`src/rtl/lif_neuron_seq.sv`:
```
`default_nettype none
// +----------------------------------------------------------------------+
// | lif_neuron_seq: leaky integrate-and-fire neuron, N_IN weighted spike |
// | inputs, internal step sequencer, saturation and refractory period.   |
// | Revision: 1.0                                                         |
// +----------------------------------------------------------------------+
module lif_neuron_seq #(
  parameter int N_IN      = 4,
  parameter int DATA_BITS = 4,
  parameter int POT_BITS  = 8,
  parameter int THOLD     = 8,
  parameter int LEAK      = 1,
  parameter int REFRAC    = 2
) (
  input  logic                      clk,
  input  logic                      rst,
  input  logic [N_IN-1:0]           spikes_in,
  input  logic [N_IN*DATA_BITS-1:0] weights_in,
  input  logic                      in_valid,
  output logic                      in_ready,
  output logic                      spike_out,
  output logic                      out_valid,
  output logic [POT_BITS-1:0]       potential,
  output logic                      refrac_active
);

  localparam int c_idx_w = (N_IN > 1) ? $clog2(N_IN) : 1;
  localparam int c_cnt_w = (REFRAC > 0) ? $clog2(REFRAC + 1) : 1;
  localparam logic [c_idx_w-1:0]  c_last_idx = c_idx_w'(N_IN - 1);
  localparam logic [c_cnt_w-1:0]  c_refrac   = c_cnt_w'(REFRAC);
  localparam logic [POT_BITS-1:0] c_leak     = POT_BITS'(LEAK);
  localparam logic [POT_BITS:0]   c_thold    = (POT_BITS + 1)'(THOLD);
  localparam logic [POT_BITS-1:0] c_pot_max  = '1;

  typedef enum logic [1:0] {
    S_IDLE  = 2'd0,
    S_ACCUM = 2'd1,
    S_EVAL  = 2'd2
  } state_t;

  state_t                    r_state;
  state_t                    w_next;
  logic                      w_accept;
  logic [c_idx_w-1:0]        r_idx;
  logic [c_cnt_w-1:0]        r_cnt;
  logic [N_IN-1:0]           r_spikes;
  logic [N_IN*DATA_BITS-1:0] r_weights;
  logic [POT_BITS-1:0]       r_pot;
  logic                      r_spike_out;
  logic                      r_out_valid;

  logic                      w_refrac;
  logic [DATA_BITS-1:0]      w_weight;
  logic [POT_BITS:0]         w_sum;
  logic [POT_BITS-1:0]       w_sat;
  logic [POT_BITS-1:0]       w_leaked;
  logic                      w_fire;

  // The refractory count only changes in EVAL, so it is stable for the whole step.
  assign w_refrac = (r_cnt != '0);
  assign w_weight = r_weights[r_idx*DATA_BITS +: DATA_BITS];
  assign w_sum    = {1'b0, r_pot} + (POT_BITS + 1)'(w_weight);
  assign w_sat    = w_sum[POT_BITS] ? c_pot_max : w_sum[POT_BITS-1:0];
  assign w_leaked = (r_pot > c_leak) ? (r_pot - c_leak) : '0;
  assign w_fire   = ({1'b0, r_pot} > c_thold);

  always_ff @(posedge clk or negedge rst) begin
    if (!rst) r_state <= S_IDLE;
    else      r_state <= w_next;
  end

  always_comb begin
    w_next   = r_state;
    w_accept = 1'b0;
    in_ready = 1'b0;
    case (r_state)
      S_IDLE: begin
        in_ready = 1'b1;
        w_accept = in_valid;
        if (in_valid) w_next = S_ACCUM;
      end
      S_ACCUM: begin
        if (r_idx == c_last_idx) w_next = S_EVAL;
      end
      S_EVAL:  w_next = S_IDLE;
      default: w_next = S_IDLE;
    endcase
  end

  always_ff @(posedge clk or negedge rst) begin
    if (!rst) begin
      r_idx       <= '0;
      r_cnt       <= '0;
      r_spikes    <= '0;
      r_weights   <= '0;
      r_pot       <= '0;
      r_spike_out <= 1'b0;
      r_out_valid <= 1'b0;
    end else begin
      r_out_valid <= 1'b0;
      case (r_state)
        S_IDLE: begin
          if (w_accept) begin
            r_spikes  <= spikes_in;
            r_weights <= weights_in;
            r_idx     <= '0;
            if (!w_refrac) r_pot <= w_leaked;
          end
        end
        S_ACCUM: begin
          if (r_spikes[r_idx] && !w_refrac) r_pot <= w_sat;
          r_idx <= r_idx + 1'b1;
        end
        S_EVAL: begin
          r_out_valid <= 1'b1;
          if (w_refrac) begin
            r_spike_out <= 1'b0;
            r_cnt       <= r_cnt - 1'b1;
          end else if (w_fire) begin
            r_spike_out <= 1'b1;
            r_pot       <= '0;
            r_cnt       <= c_refrac;
          end else begin
            r_spike_out <= 1'b0;
          end
        end
        default: ;
      endcase
    end
  end

  assign spike_out     = r_spike_out;
  assign out_valid     = r_out_valid;
  assign potential     = r_pot;
  assign refrac_active = w_refrac;

endmodule
`default_nettype wire

```
`config.mk`:
```
export PLATFORM = sky130hd
export DESIGN_NAME = lif_neuron_seq
export DESIGN_NICKNAME = d
export VERILOG_FILES = /design/src/rtl/lif_neuron_seq.sv
export SDC_FILE = /design/constraint.sdc
export NUM_CORES = 1
export LEC_CHECK = 0
export CORE_MARGIN = 2
export CORE_UTILIZATION = 50
export CTS_BUF_LIST = sky130_fd_sc_hd__clkbuf_2
export DETAILED_ROUTE_END_ITERATION = 8
export PLACE_DENSITY = 0.87
export SLEW_MARGIN = 10
export SYNTH_ARGS = -nofsm -noshare
export SYNTH_HDL_FRONTEND = slang
export SYNTH_SLANG_ARGS = --single-unit
```
`constraint.sdc`:
```
create_clock -name clk -period 2.95 [get_ports clk]
set_input_delay 0.4425 -clock clk [delete_from_list [all_inputs] [get_ports clk]]
set_output_delay 0.4425 -clock clk [all_outputs]
set_load 0.03 [all_outputs]
```
==> flow_summary.json, run 1 <==
{
  "status": "finished clean",
  "die_y_um": 69.7,
  "cts_max_path_buffers": 2,
  "fmax_mhz": 359,
  "p_sw_w": 0.00146,
  "swShare": 0.449,
  "clk_pin_slew_ns": 0.21,
  "comb_power_share": 0.617,
  "rsz0062_at_grt": "false",
  "postCtsHoldBufs": 0,
  "p_leak_nw": 1.13,
  "drv_slew": 0,
  "synthFlopType": "dfrtp_1",
  "hp-class": "input port to async pin",
  "period_needed_ns": 2.79,
  "syn_inst": 197,
  "yosysTopAreaCellShare": 0.417,
  "yosys_warnings": 0,
  "syn2layout_area_growth_pct": 21.7,
  "viasPerCell": 5.92,
  "stdcell_area_um2": 2630,
  "cap_violations": 0,
  "cp.arrival_ns": 3.10,
  "finalCritPeriodShare": 0.945,
  "p_per_area_nw_per_um2": 1230,
  "layout_common_cells": "dfrtp_1, clkdlybuf4s50_1, mux2_2, inv_1, ha_1",
  "n_antenna_cell": 0,
  "clkPwrFrac": 0.100,
  "initial_core_util": 0.528,
  "nNetsFinal": 272,
  "setup_ws_ns": 0.163,
  "drc": 0,
  "worst_slew_pin_slew_ns": 0.816,
  "clock_latency_ns": 0.39,
  "netlist_top_cells_area": "dfrtp_1, mux2_2, ha_1, mux4_2, o21ai_0",
  "htreeDepth": 2,
  "synth_area_um2": 2160,
  "start_kind": "register",
  "r2r_slack_ns": 0.16,
  "cp_max_fo": 8,
  "routabilityCongestion": 0.990,
  "async_reset_ff_frac": 1.00,
  "final_util": 0.643,
  "grt_usage": 0.202,
  "finalSetupTns_ns": 0,
  "fp-row-count": 23,
  "slew_headroom": 0.455,
  "yosysTopAreaCell": "dfrtp_1",
  "top_level_ports": 35,
  "hpwl_um": 3330,
  "cts_root_buffer": "clkbuf_2",
  "intPower_w": 0.00179,
  "cp.required_ns": 3.27,
  "avgSynthCellArea_um2": 11.0,
  "numClockSinks": 36,
  "antenna_found_initial": 0,
  "grt_overflow": 0,
  "wirelength_um": 4510,
  "cp-end-kind": "register",
  "cts_inserted_buffers": 5,
  "synth.distinct_cells": 43,
  "highest_layer": "met4",
  "finClkSkew_ns": 0.0187,
  "synth_nets": 235,
  "coreArea_um2": 4090,
  "critPathKind": "register to register",
  "grt_max_degree": 37,
  "seq_area_frac_synth": 0.417,
  "setup_viol_count_final": 0,
  "grt_pass1_vias": 1698,
  "wl_per_cell_um": 15.8,
  "dr_wl_met3_um": 217,
  "pre_cts_slack_ns": 0.108,
  "dr.first_iter.drc_count": 140,
  "wl_met2_um": 2390,
  "ant_nets": 0,
  "fp.dieW_um": 69.7,
  "hold_viol": 0,
  "synth_edf_count": 0,
  "seq_power_share": 0.283,
  "met1Wirelength_um": 1850,
  "post_cts_buffers": 0,
  "cts_tree": "built",
  "mostFrequentLayoutCell": "dfrtp_1",
  "drtPass1Iterations": 4,
  "grt_pass1_wl_um": 7830,
  "design.die.area_um2": 4860,
  "via_count": 1686,
  "drive_gt1_frac": 0.204,
  "portBuffers": 34,
  "ys_ff_latch": 36,
  "dpl-instance-area_um2": 2550,
  "ir_drop_uv": 534
}
flip-flops by register name, indices dropped and copies added, names as in the netlist:
signal,cells
out_valid,1
potential,8
r_cnt,2
r_idx,2
r_spikes,4
r_state,2
r_weights,16
spike_out,1
layout make-up:
cell class / count / area, um^2
inverter: 15 / 56.3
tap: 50 / 62.6
clock inverter: 3 / 46.3
timing repair buffer: 38 / 370
clock buffer: 5 / 25.0
sequential: 36 / 901
fill: 335 / 1460
multi-input combinational: 138 / 1170
critical path, stage by stage, from the launching register on:
cell     delay (ns)
dfrtp_1        0.42
buf_4          0.18
mux4_2         0.55
fa_1           0.45
a211o_1        0.33
o21ai_2        0.11
mux2_2         0.36
o32a_1         0.16
o22ai_1        0.15
metrics by stage:
stage / hold WS [ns] / instances / total power [W]
detailed placement: 0.494 / 277 / 0.00289
CTS: 0.417 / 285 / 0.00324
floorplan: 0.147 / 197 / 0.00240
finish: 0.425 / 285 / 0.00324
global placement: 0.483 / 277 / 0.00284
global route: 0.428 / 285 / 0.00351
worst paths after layout:
check	start	to	cells past startpoint
hold reg to reg	r_weights[8]$_DFFE_PN0P_	r_weights[8]$_DFFE_PN0P_	1
setup / recovery	r_idx[0]$_DFFE_PN0P_	potential[4]$_DFFE_PN0P_	8
setup reg to reg	r_idx[0]$_DFFE_PN0P_	potential[4]$_DFFE_PN0P_	8
max in group asynchronous	rst	r_weights[2]$_DFFE_PN0P_	2
min in group clk	r_weights[8]$_DFFE_PN0P_	r_weights[8]$_DFFE_PN0P_	1
hold / removal	rst	potential[7]$_DFFE_PN0P_	2
power groups by stage:
stage               clock network (W)  registers [W]  logic, W
global route                 0.000356       0.000956   0.00220
floorplan                           0       0.000948   0.00145
CTS                          0.000339       0.000918   0.00198
finish                       0.000325       0.000919   0.00200
detailed placement                  0       0.000931   0.00196
global placement                    0       0.000922   0.00192
kinds of logic (layout without fill, tap and decap cells):
| logic type | Yosys count | after routing | share of synthesized area |
|---|---|---|---|
| compound gates | 54 | 54 | 0.178 |
| xor+xnor | 1 | 1 | 0.00406 |
| fa+ha+maj | 15 | 15 | 0.0904 |
| buf+inv | 23 | 61 | 0.0440 |
| flops | 36 | 36 | 0.417 |
| mux | 31 | 31 | 0.181 |
| simple gates | 37 | 37 | 0.0857 |
metal layers:
| metal | vias up | track usage |
|---|---|---|
| met2 | 56 | 0.363 |
| met5 | - | 0 |
| met4 | 0 | 0.0598 |
| met3 | 6 | 0.0494 |
| met1 | 820 | 0.239 |
| li1 | 804 | - |
cell usage after synthesis (2+ instances only):
cell type / instances
mux2i_1: 3
nor4_1: 2
o21ai_0: 13
dfrtp_1: 36
inv_1: 14
mux2_2: 24
o31a_1: 2
mux4_2: 4
clkbuf_1: 3
a31oi_1: 3
nor2_1: 9
a211oi_1: 4
o22ai_1: 2
a21oi_1: 12
nor3_1: 6
o31ai_1: 3
ha_1: 14
buf_2: 4
nand2b_1: 4
nand2_1: 11
o32a_1: 2
timing repair:
item	4_1_cts	5_1_grt
setup endpoints to repair	0	2
resized for setup	0	2
hold endpoints to repair	0	0
Power figures use the tool's default switching activity.
==> inputs of run 2 (changes only) <==
- CAP_MARGIN: not set -> 20
==> results of run 2 <==
Final layout, timing and power as in run 1 (identical DEF).
